<file path="config.mk">
export PLATFORM = sky130hd
export DESIGN_NAME = map_port_arbiter
export DESIGN_NICKNAME = d
export VERILOG_FILES = /design/src/rtl/map_port_arbiter_pkg.sv /design/src/rtl/map_port_arbiter_rr_picker.sv /design/src/rtl/map_port_arbiter.sv
export SDC_FILE = /design/constraint.sdc
export NUM_CORES = 1
export LEC_CHECK = 0
export ABC_AREA = 1
export BUFFER_PORTS_ARGS = -buffer_cell sky130_fd_sc_hd__buf_2
export CAP_MARGIN = 40
export CORE_AREA = 2 2 104 86
export DETAILED_ROUTE_END_ITERATION = 8
export DIE_AREA = 0 0 106 88
export GPL_TIMING_DRIVEN = 0
export PLACE_DENSITY = 0.78
export SLEW_MARGIN = 20
export SYNTH_ARGS = -nofsm -noshare
export SYNTH_HDL_FRONTEND = slang
export SYNTH_HIERARCHICAL = 1
export SYNTH_SLANG_ARGS = --single-unit
export TNS_END_PERCENT = 20
</file>
<file path="constraint.sdc">
create_clock -name clk -period 3.6 [get_ports clk]
set_input_delay 0.36 -clock clk [delete_from_list [all_inputs] [get_ports clk]]
set_output_delay 0.36 -clock clk [all_outputs]
set_load 0.01 [all_outputs]
</file>
<file path="src/rtl/map_port_arbiter_pkg.sv">
// map_port_arbiter_pkg: shared sizes, requester ids and read tag for the map port arbiter
package map_port_arbiter_pkg;
  localparam int COORD_W = 6;
  localparam int N_REQ = 4;
  localparam int IDX_W = $clog2(N_REQ);
  localparam int REQ_TANK1 = 0;
  localparam int REQ_TANK2 = 1;
  localparam int REQ_SHELL1 = 2;
  localparam int REQ_SHELL2 = 3;
  typedef struct packed {
    logic valid;
    logic is_vga;
    logic [IDX_W-1:0] idx;
  } tag_t;
endpackage

</file>
<file path="src/rtl/map_port_arbiter_rr_picker.sv">
// map_port_arbiter_rr_picker: round-robin select of the first request at or after ptr
module map_port_arbiter_rr_picker
  import map_port_arbiter_pkg::*;
(
  input  logic [N_REQ-1:0] req,
  input  logic [IDX_W-1:0] ptr,
  output logic [N_REQ-1:0] gnt,
  output logic [IDX_W-1:0] idx,
  output logic [IDX_W-1:0] next_ptr
);
  logic [IDX_W-1:0] k;
  // scan downward so the candidate closest to ptr is the last one kept
  always_comb begin
    idx = '0;
    k = '0;
    for (int i = N_REQ - 1; i >= 0; i--) begin
      k = IDX_W'((int'(ptr) + i) % N_REQ);
      idx = req[k] ? k : idx;
    end
  end
  assign gnt = N_REQ'(|req) << idx;
  assign next_ptr = IDX_W'((int'(idx) + 1) % N_REQ);
endmodule

</file>
<file path="src/rtl/map_port_arbiter.sv">
// map_port_arbiter: shares the wall map read port between VGA (priority) and round-robin game requesters
module map_port_arbiter
  import map_port_arbiter_pkg::*;
#(
  parameter int MAP_LAT = 1,
  parameter int STARVE_MAX = 1023
) (
  input  logic                     clk,
  input  logic                     rst,
  input  logic                     i_vga_req,
  input  logic [COORD_W-1:0]       i_vga_x,
  input  logic [COORD_W-1:0]       i_vga_y,
  output logic                     o_vga_valid,
  output logic                     o_vga_is_wall,
  input  logic [N_REQ-1:0]         i_req,
  input  logic [N_REQ*COORD_W-1:0] i_req_x,
  input  logic [N_REQ*COORD_W-1:0] i_req_y,
  output logic [N_REQ-1:0]         o_gnt,
  output logic [N_REQ-1:0]         o_rsp_valid,
  output logic                     o_rsp_is_wall,
  output logic                     o_map_rd,
  output logic [COORD_W-1:0]       o_map_x,
  output logic [COORD_W-1:0]       o_map_y,
  input  logic                     i_map_is_wall,
  output logic                     o_starve
);
  localparam logic [9:0] STARVE_LIM = 10'(STARVE_MAX - 1);
  logic [IDX_W-1:0] ptr, idx, next_ptr;
  logic [N_REQ-1:0] pick;
  logic game_rd;
  tag_t tags [MAP_LAT];
  tag_t last;
  logic [9:0] wait_cnt [N_REQ];
  map_port_arbiter_rr_picker u_picker (
    .req(i_req),
    .ptr(ptr),
    .gnt(pick),
    .idx(idx),
    .next_ptr(next_ptr)
  );
  assign game_rd = !rst && !i_vga_req && |i_req;
  assign o_gnt = game_rd ? pick : '0;
  assign o_map_rd = !rst && (i_vga_req || |i_req);
  assign o_map_x = !o_map_rd ? '0 : i_vga_req ? i_vga_x : i_req_x[int'(idx)*COORD_W +: COORD_W];
  assign o_map_y = !o_map_rd ? '0 : i_vga_req ? i_vga_y : i_req_y[int'(idx)*COORD_W +: COORD_W];
  assign last = tags[MAP_LAT-1];
  assign o_vga_valid = last.valid && last.is_vga;
  assign o_rsp_valid = (last.valid && !last.is_vga) ? N_REQ'(1) << last.idx : '0;
  assign o_vga_is_wall = last.valid && i_map_is_wall;
  assign o_rsp_is_wall = o_vga_is_wall;
  // pointer moves past the granted requester; VGA and idle cycles leave it alone
  always_ff @(posedge clk or posedge rst) begin
    if (rst) ptr <= '0;
    else if (game_rd) ptr <= next_ptr;
  end
  // tag pipeline matches each map read to the requester that issued it
  always_ff @(posedge clk or posedge rst) begin
    if (rst) begin
      for (int i = 0; i < MAP_LAT; i++) tags[i] <= '0;
    end else begin
      tags[0] <= '{valid: o_map_rd, is_vga: i_vga_req, idx: idx};
      for (int i = 1; i < MAP_LAT; i++) tags[i] <= tags[i-1];
    end
  end
  // saturating wait counters; the starve flag latches once any counter reaches the limit
  always_ff @(posedge clk or posedge rst) begin
    if (rst) begin
      for (int k = 0; k < N_REQ; k++) wait_cnt[k] <= '0;
      o_starve <= 1'b0;
    end else begin
      for (int k = 0; k < N_REQ; k++) begin
        if (o_gnt[k]) wait_cnt[k] <= '0;
        else if (i_req[k] && wait_cnt[k] != '1) begin
          wait_cnt[k] <= wait_cnt[k] + 10'd1;
          if (wait_cnt[k] >= STARVE_LIM) o_starve <= 1'b1;
        end
      end
    end
  end
endmodule

</file>
==> results.cfg, run 1 <==
[power]
clkPwrFrac = 0.109
p_int_mw = 1.492
ir_worst_vdd_uv = 703.3
powerDensity_mw_per_mm2 = 690.9
p_leak_nw = 2.275
p_comb_frac = 0.595
pwr-share-seq = 0.297
p_sw_mw = 1.507
swShare = 0.5025

[setup_path]
crit_family = buffers and inverters
critPathKind = reg2out
start_kind = register
crit_chain = buf_6, o21ai_1, nand2_1, nand3_2, nand2_1, nand2_2, nand2_4, inv_1, clkbuf_1, or2_2, o211ai_1, a31oi_1, buf_2
crit_slowest_cell = dfrtp_1
cp_num_buf_inv = 4
slowest_delay_ns = 0.40
cp.required_ns = 3.24
path_common_cell = nand2_1
critical_path.max_fanout = 10
reg2reg_depth = 15
end_kind = primary output
crit_arrival_ns = 2.78
cp_num_cells = 13

[logic_synthesis]
synth_compound_area_frac = 0.1350
yosys_warnings = 6
yosys_most_used_dff = dfrtp_1
synth_top_family_by_area = simple AND/OR/NAND/NOR gates
syn-num-nets = 606
synth-simple-area-share = 0.3676
synth_cell_types = 37
synthMuxAreaShare = 0.006213
synth-xor-area-share = 0.04349
syn_area_mm2 = 0.003625
synthCells = 530
synth-seq-cells = 47
synthAdderAreaFrac = 0.02761
yosysSeqAreaShare = 0.3245
syn_area_per_cell_um2 = 6.839
synthArstFlopShare = 1.000
synth_enable_flop_cells = 0

[floorplanning]
num_rows = 30
die_x_um = 106
die_h_um = 88
start_util = 0.4370
die-area_mm2 = 0.009328
placeableCoreArea_mm2 = 0.008295
io-pin-count = 93

[hold_path]
hold_class = in2async

[placed_design]
placedCellCount = 735
port_buffers = 92
placed_area_mm2 = 0.004253
dp_hpwl_mm = 7.625
gp_congestion = 0.9144

[grt]
grt_pass1_wl_mm = 15.88
gr-usage-all-layers = 0.2099
antenna_found_initial = 0
grt_pass1_vias = 3597
grt_max_degree = 26
overflow = 0

[clock_network]
postCtsResizedCells = 0
cts_buffers = 5
clock_latency_ns = 0.31
post-cts-setup-buffers = 0
cts_tree = yes
cts_hold_buf = 0
numClockSinks = 47
cts.reportedPaths.clkPinSlew_ns = 0.10
root_buffer = clkbuf_8
clock_path_buffers = 2
htreeDepth = 2

[final_layout]
fin_nets = 706
antenna_cells = 0
fin_util = 0.5234
drive_above_1_share = 0.2599
area_delta_synth_final_pct = 19.78
final_cell_mix = nand2_1, buf_2, nor2_1, inv_1, dfrtp_1
layout_commonest_cell = nand2_1
stdcell_count = 743
final_cell_area_mm2 = 0.004342

[detailed_routing]
routed_via_density = 5.063
via_count = 3762
drt_iter0_drc = 246
post_drt_wl_per_cell_um = 12.83
dr.pass1.iters = 5
antenna_left = 0
drc_errors = 0
routed_wl_mm = 9.536

[timing]
period_minus_slack_ns = 3.145
maxSlewViolCount = 0
fmax_ghz = 0.3180
finalHoldViolations = 0
finalSetupTns_ns = 0
clock-skew-final_ns = 0.01186
fin_crit_sh = 0.8735
setup_viol = 0
worstMarginPinSlew_ns = 0.5784
rsz0062_at_grt = false
maxSlewHeadroom = 0.6138

[run_status]
outcome = finished clean

[job]
maxCapViolCount = 0
==> state kept, by name, indices dropped and copies added (netlist names) <==
name,flops
last,4
wait_cnt,40
ptr,2
o_starve,1
==> logic make-up (layout without fill, tap and decap cells) <==
kind of cell             count (synthesis)  in the layout
AO/OA/AOI/OAI                           85             85
XOR/XNOR                                18             18
adder cells (fa/ha/maj)                  8              8
buffers and inverters                   86            187
flip-flops                              47             47
multiplexers                             2              2
AND/OR/NAND/NOR                        284            284
==> synthesized netlist by cell type (5+ instances only) <==
| library cell | count | share of area |
|---|---|---|
| nor3_1 | 12 | 0.017 |
| o211ai_1 | 12 | 0.025 |
| nand2_1 | 113 | 0.12 |
| inv_2 | 10 | 0.010 |
| xor2_1 | 15 | 0.036 |
| o21ai_1 | 10 | 0.014 |
| dfrtp_1 | 47 | 0.32 |
| ha_1 | 8 | 0.028 |
| nand2_2 | 13 | 0.022 |
| inv_1 | 61 | 0.063 |
| nand4_1 | 13 | 0.022 |
| nand3_1 | 35 | 0.048 |
| a31oi_1 | 12 | 0.021 |
| nand3_2 | 5 | 0.014 |
| clkbuf_1 | 6 | 0.0062 |
| or2_2 | 12 | 0.021 |
| nor2_1 | 66 | 0.068 |
| o21ai_0 | 40 | 0.055 |
| nor2_2 | 5 | 0.0086 |
==> power by group through the flow <==
stage                     Clock [mW]  Sequential [mW]  Combinational, mW
final                          0.326            0.890               1.78
after CTS                      0.339            0.885               1.78
after global routing           0.360            0.925               2.01
after floorplan                    0            0.848               1.35
after detailed placement           0            0.893               1.77
after global placement             0            0.886               1.70
==> per-layer routing <==
layer / global-route usage / wire, µm
met1: 0.2510 / 4172
met2: 0.3853 / 4630
met3: 0.03646 / 535
met4: 0.07297 / 197
met5: 0 / 0
==> metrics by stage <==
step | hold slack (ns) | worst slack (ns) | total power [mW]
floorplan | 0.3914 | 1.055 | 2.199
global placement | 0.5049 | 0.2122 | 2.584
detailed placement | 0.5024 | 0.8173 | 2.664
CTS | 0.1653 | 0.5162 | 3.004
global route | 0.1895 | 0.2577 | 3.291
finish | 0.1507 | 0.4554 | 2.999
==> area by class of cell <==
class / instances / area [µm²]
plain buffers: 13 / 67.56
clock buffers: 5 / 68.82
flip-flops and latches: 47 / 1176
inverters: 73 / 279.0
fillers: 785 / 3954
clock inverters: 3 / 20.02
repair buffers: 93 / 488.0
multi-input cells: 397 / 2102
well taps: 112 / 140.1
==> worst paths after layout <==
| check | endpoint | slack [ns] | startpoint |
|---|---|---|---|
| setup / recovery | o_map_y[0] | 0.46 | ptr[0]$_DFFE_PP0N_ |
| min in group clk | last[2]$_DFF_PP0_ | 0.25 | i_vga_req |
| hold reg to reg | wait_cnt[0]$_DFFE_PP0P_ | 0.53 | wait_cnt[0]$_DFFE_PP0P_ |
| setup reg to reg | wait_cnt[21]$_DFFE_PP0P_ | 1.53 | ptr[0]$_DFFE_PP0N_ |
| max in group asynchronous | wait_cnt[7]$_DFFE_PP0P_ | 2.93 | rst |
| hold / removal | wait_cnt[30]$_DFFE_PP0P_ | 0.15 | rst |
Note: power is estimated with default switching activity, not from simulation.
==> run 2, diff against run 1 <==
--- a/config.mk
+++ b/config.mk
@@ -5,14 +5,14 @@
 export SDC_FILE = /design/constraint.sdc
 export NUM_CORES = 1
 export LEC_CHECK = 0
-export ABC_AREA = 1
 export BUFFER_PORTS_ARGS = -buffer_cell sky130_fd_sc_hd__buf_2
 export CAP_MARGIN = 40
-export CORE_AREA = 2 2 104 86
+export CORE_AREA = 2 2 97 80
 export DETAILED_ROUTE_END_ITERATION = 8
-export DIE_AREA = 0 0 106 88
+export DIE_AREA = 0 0 99 82
 export GPL_TIMING_DRIVEN = 0
-export PLACE_DENSITY = 0.78
+export PLACE_DENSITY = 0.8
+export REMOVE_ABC_BUFFERS = 1
 export SLEW_MARGIN = 20
 export SYNTH_ARGS = -nofsm -noshare
 export SYNTH_HDL_FRONTEND = slang
==> results.cfg, run 2 <==
[detailed_routing]
routed_wl_mm = 7.373
via_count = 2742
routed_via_density = 5.451
drc_errors = 0
drt_iter0_drc = 125
antenna_left = 0
dr.pass1.iters = 4
post_drt_wl_per_cell_um = 14.66

[timing]
fmax_ghz = 0.3179
finalSetupTns_ns = 0
rsz0062_at_grt = false
maxSlewViolCount = 0
clock-skew-final_ns = 0.009281
maxSlewHeadroom = 0.5924
timing.final.ws_setup_ns = 0.4543
holdWs_ns = 0.06976
setup_viol = 0
finalHoldViolations = 0
period_minus_slack_ns = 3.146
fin_crit_sh = 0.8738
worstMarginPinSlew_ns = 0.6114

[power]
pwr-share-seq = 0.421
clkPwrFrac = 0.189
p_comb_frac = 0.390
p_sw_mw = 0.7752
power_mw = 2.071
p_leak_nw = 1.839
swShare = 0.3744
powerDensity_mw_per_mm2 = 545.6
p_int_mw = 1.295
ir_worst_vdd_uv = 267.8

[floorplanning]
placeableCoreArea_mm2 = 0.007182
die_h_um = 82
die_x_um = 99
num_rows = 28
start_util = 0.4369
io-pin-count = 93
die-area_mm2 = 0.008118

[logic_synthesis]
synth_enable_flop_cells = 0
synth_common_cells = nor2_1, dfrtp_1, nand3_1
synthCells = 323
yosys_warnings = 6
synth.top_cell.area_share = 0.3748
synth.most_common_cell = nor2_1
yosys.area.top_type = dfrtp_1
synthTopCellsByArea = dfrtp_1, mux4_2, nor2_1, xor2_1, mux2i_1
syn_area_mm2 = 0.003138
syn_area_per_cell_um2 = 9.715
yosys_most_used_dff = dfrtp_1
synthArstFlopShare = 1.000
yosysSeqAreaShare = 0.3748
synth_cell_types = 54
synth-seq-cells = 47

[final_layout]
largest_register_ffs = 40
stdcell_count = 503
antenna_cells = 0
drive_above_1_share = 0.3196
final_cell_mix = buf_2, nor2_1, dfrtp_1, nand3_1, xor2_1
area_delta_synth_final_pct = 20.93
layout_commonest_cell = buf_2
fin_util = 0.5284
nFillCells = 621
final_cell_area_mm2 = 0.003795
fin_nets = 488
largest-register = wait_cnt

[setup_path]
rr_endpoint = o_starve$_DFF_PP0_
start_kind = register
critical_path.max_fanout = 11
r2r_start = ptr[1]$_DFFE_PP0N_
reg2reg_depth = 7
crit_end = o_map_x[1]
cp-startpoint = ptr[1]$_DFFE_PP0N_
crit_arrival_ns = 2.79
cp.required_ns = 3.24
rrSetupSlack_ns = 1.25
critPathKind = reg2out
end_kind = primary output

[hold_path]
hold_class = in2async

[placed_design]
placedCellCount = 494
port_buffers = 92
gp_congestion = 0.8410
dp_hpwl_mm = 5.582
placed_area_mm2 = 0.003675
pre_cts_slack_ns = 0.7083

[grt]
gr-usage-all-layers = 0.1862
antenna_found_initial = 0
grt_max_degree = 28
overflow = 0
grt_pass1_wl_mm = 12.30
grt_pass1_vias = 2709

[clock_network]
cts_buffers = 5
cts_hold_buf = 0
cts_tree = yes
htreeDepth = 2
numClockSinks = 47
clock_latency_ns = 0.31
root_buffer = clkbuf_8
cts.reportedPaths.clkPinSlew_ns = 0.09
post-cts-setup-buffers = 0
postCtsResizedCells = 0
clock_path_buffers = 2

[run_status]
outcome = finished clean

[job]
maxCapViolCount = 0
-- run 2: critical path, cell delays in order (launching register included) --
cell,delay (ns)
dfrtp_1,0.57
inv_1,0.20
o21a_1,0.19
a211oi_4,0.29
buf_6,0.24
mux4_2,0.51
mux2i_1,0.26
nor2_1,0.07
buf_2,0.16
-- run 2: layout make-up --
cell class,instances,area [µm²],share of cell area
multi-input combinational,249,1839,0.4847
sequential,47,1176,0.3099
timing repair buffer,95,499.2,0.1316
tap,90,112.6,0.02967
clock buffer,5,68.82,0.01813
inverter,14,55.05,0.01451
clock inverter,3,43.79,0.01154
-- run 2: worst min path at each step --
stage / slack, ns / depth (start not counted) / end / from
after floorplan: 0.39 / 0 / last[2]$_DFF_PP0_ / i_vga_req
after global placement: 0.52 / 1 / wait_cnt[37]$_DFFE_PP0P_ / wait_cnt[37]$_DFFE_PP0P_
after detailed placement: 0.43 / 2 / last[0]$_DFF_PP0_ / rst
after CTS: 0.09 / 2 / last[0]$_DFF_PP0_ / rst
after global routing: 0.12 / 2 / last[0]$_DFF_PP0_ / rst
final: 0.07 / 2 / last[0]$_DFF_PP0_ / rst
-- run 2: kinds of logic after synthesis --
logic type / Yosys count / synth area share
and+or+nand+nor: 139 / 0.2297
AOI/OAI and AO/OA: 50 / 0.1164
DFF: 47 / 0.3748
buffers and inverters: 27 / 0.04306
xor gates and xnor gates: 26 / 0.07257
muxes: 26 / 0.1316
adders and majority gates: 8 / 0.03190
-- run 2: routing by layer --
metal	vias up	share of wire	global-route usage
li1	1357	-	-
met1	1330	0.47	0.2391
met2	39	0.48	0.3108
met3	16	0.032	0.04170
met4	0	0.017	0.07123
met5	-	0	0
-- run 2: power by group through the flow --
stage	Sequential, mW	Clock (mW)	Combinational [mW]
final	0.871	0.392	0.807
after global routing	0.900	0.422	0.914
after CTS	0.867	0.403	0.816
after detailed placement	0.875	0	0.813
after global placement	0.865	0	0.756
after floorplan	0.827	0	0.612
==> run 3, diff against run 2 <==
--- a/config.mk
+++ b/config.mk
@@ -11,7 +11,7 @@
 export DETAILED_ROUTE_END_ITERATION = 8
 export DIE_AREA = 0 0 99 82
 export GPL_TIMING_DRIVEN = 0
-export PLACE_DENSITY = 0.8
+export PLACE_DENSITY = 0.81
 export REMOVE_ABC_BUFFERS = 1
 export SLEW_MARGIN = 20
 export SYNTH_ARGS = -nofsm -noshare
==> results.cfg, run 3 (same netlist as run 2, synthesis figures left out) <==
[hold_path]
hold_class = in2async

[timing]
setup_viol = 0
clock-skew-final_ns = 0.01117
finalHoldViolations = 0
maxSlewViolCount = 0
rsz0062_at_grt = false
fin_crit_sh = 0.8675
worstMarginPinSlew_ns = 0.5996
fmax_ghz = 0.3202
maxSlewHeadroom = 0.6003
period_minus_slack_ns = 3.123

[detailed_routing]
dr.pass1.iters = 4
wl_met3_um = 317
routed_via_density = 5.457
via_count = 2745
routed_wl_mm = 6.973
wl_met2_mm = 3.607
top_layer = met4
antenna_left = 0
m1WireLength_mm = 2.967
drt_iter0_drc = 180
post_drt_wl_per_cell_um = 13.86
drc_errors = 0

[clock_network]
cts_tree = yes
root_buffer = clkbuf_8
post-cts-setup-buffers = 0
postCtsResizedCells = 0
cts_buffers = 5
clock_latency_ns = 0.31
cts.reportedPaths.clkPinSlew_ns = 0.09
clock_path_buffers = 2
cts_hold_buf = 0
numClockSinks = 47
htreeDepth = 2

[grt]
overflow = 0
antenna_found_initial = 0
grt_pass1_vias = 2793
gr-usage-all-layers = 0.1839
grt_max_degree = 26
grt_pass1_wl_mm = 12.26

[setup_path]
critPathKind = reg2out
cp.required_ns = 3.24
critical_path.max_fanout = 11
crit_arrival_ns = 2.76
rrSetupSlack_ns = 1.20
end_kind = primary output
cp-startpoint = ptr[1]$_DFFE_PP0N_
r2r_start = ptr[1]$_DFFE_PP0N_
start_kind = register

[placed_design]
dp_hpwl_mm = 5.382
placedCellCount = 495
placed_area_mm2 = 0.003682
port_buffers = 92
gp_congestion = 0.8410

[final_layout]
fin_nets = 488
area_delta_synth_final_pct = 20.65
drive_above_1_share = 0.3196
final_cell_area_mm2 = 0.003786
antenna_cells = 0
largest-register = wait_cnt
stdcell_count = 503
largest_register_ffs = 40
fin_util = 0.5272
final_cell_mix = buf_2, nor2_1, dfrtp_1, nand3_1, xor2_1
layout_commonest_cell = buf_2

[power]
powerDensity_mw_per_mm2 = 536.6
ir_worst_vdd_uv = 298.5
p_leak_nw = 1.831

[floorplanning]
die_x_um = 99
num_rows = 28
die-area_mm2 = 0.008118
io-pin-count = 93
die_h_um = 82
start_util = 0.4369
placeableCoreArea_mm2 = 0.007182

[run_status]
outcome = finished clean

[job]
maxCapViolCount = 0
run 3: cell type report:
cell class | instances | area (µm²)
Clock inverter | 1 | 7.507
Timing Repair Buffer | 95 | 499.2
Fill cell | 631 | 3396
Clock buffer | 7 | 96.34
Sequential cell | 47 | 1176
Inverter | 14 | 55.05
Tap cell | 90 | 112.6
Multi-Input combinational cell | 249 | 1839
run 3: critical path: stages (launching register included):
cell and delay, ns:
dfrtp_1 0.60, inv_1 0.20, o21a_1 0.20, a211oi_4 0.33, buf_6 0.24, mux4_2 0.54, mux2i_1 0.14, nor2_1 0.05
buf_2 0.15
run 3: power breakdown:
part | switching (mW) | leakage [nW] | internal [mW]
clock | 0.178 | 0.0505 | 0.175
sequential | 0.193 | 0.607 | 0.675
combinational | 0.395 | 1.17 | 0.414
run 3: path summary, 6_finish.rpt:
| kind | end | cells after the start |
|---|---|---|
| min | last[2]$_DFF_PP0_ | 2 |
| max | o_map_x[0] | 8 |
| max reg2reg | o_starve$_DFF_PP0_ | 7 |
| min reg2reg | wait_cnt[8]$_DFFE_PP0P_ | 2 |
| max in group asynchronous | wait_cnt[7]$_DFFE_PP0P_ | 3 |
| min in group clk | last[2]$_DFF_PP0_ | 1 |
run 3: per-stage QoR:
| step | power (mW) | setup slack (ns) | setup TNS, ns | hold slack [ns] |
|---|---|---|---|---|
| final | 2.032 | 0.4772 | 0 | 0.08054 |
| after global routing | 2.209 | 0.2969 | 0 | 0.1235 |
| after CTS | 2.053 | 0.4964 | 0 | 0.1013 |
| after detailed placement | 1.693 | 0.7899 | 0 | 0.4380 |
| after global placement | 1.617 | -0.8092 | -9.288 | 0.5151 |
| after floorplan | 1.439 | 0.004777 | 0 | 0.3914 |
run 3: layer usage:
layer	GRT usage	vias up
li1	-	1353
met4	0.06027	0
met2	0.3378	65
met1	0.2162	1315
met5	0	-
met3	0.04000	12
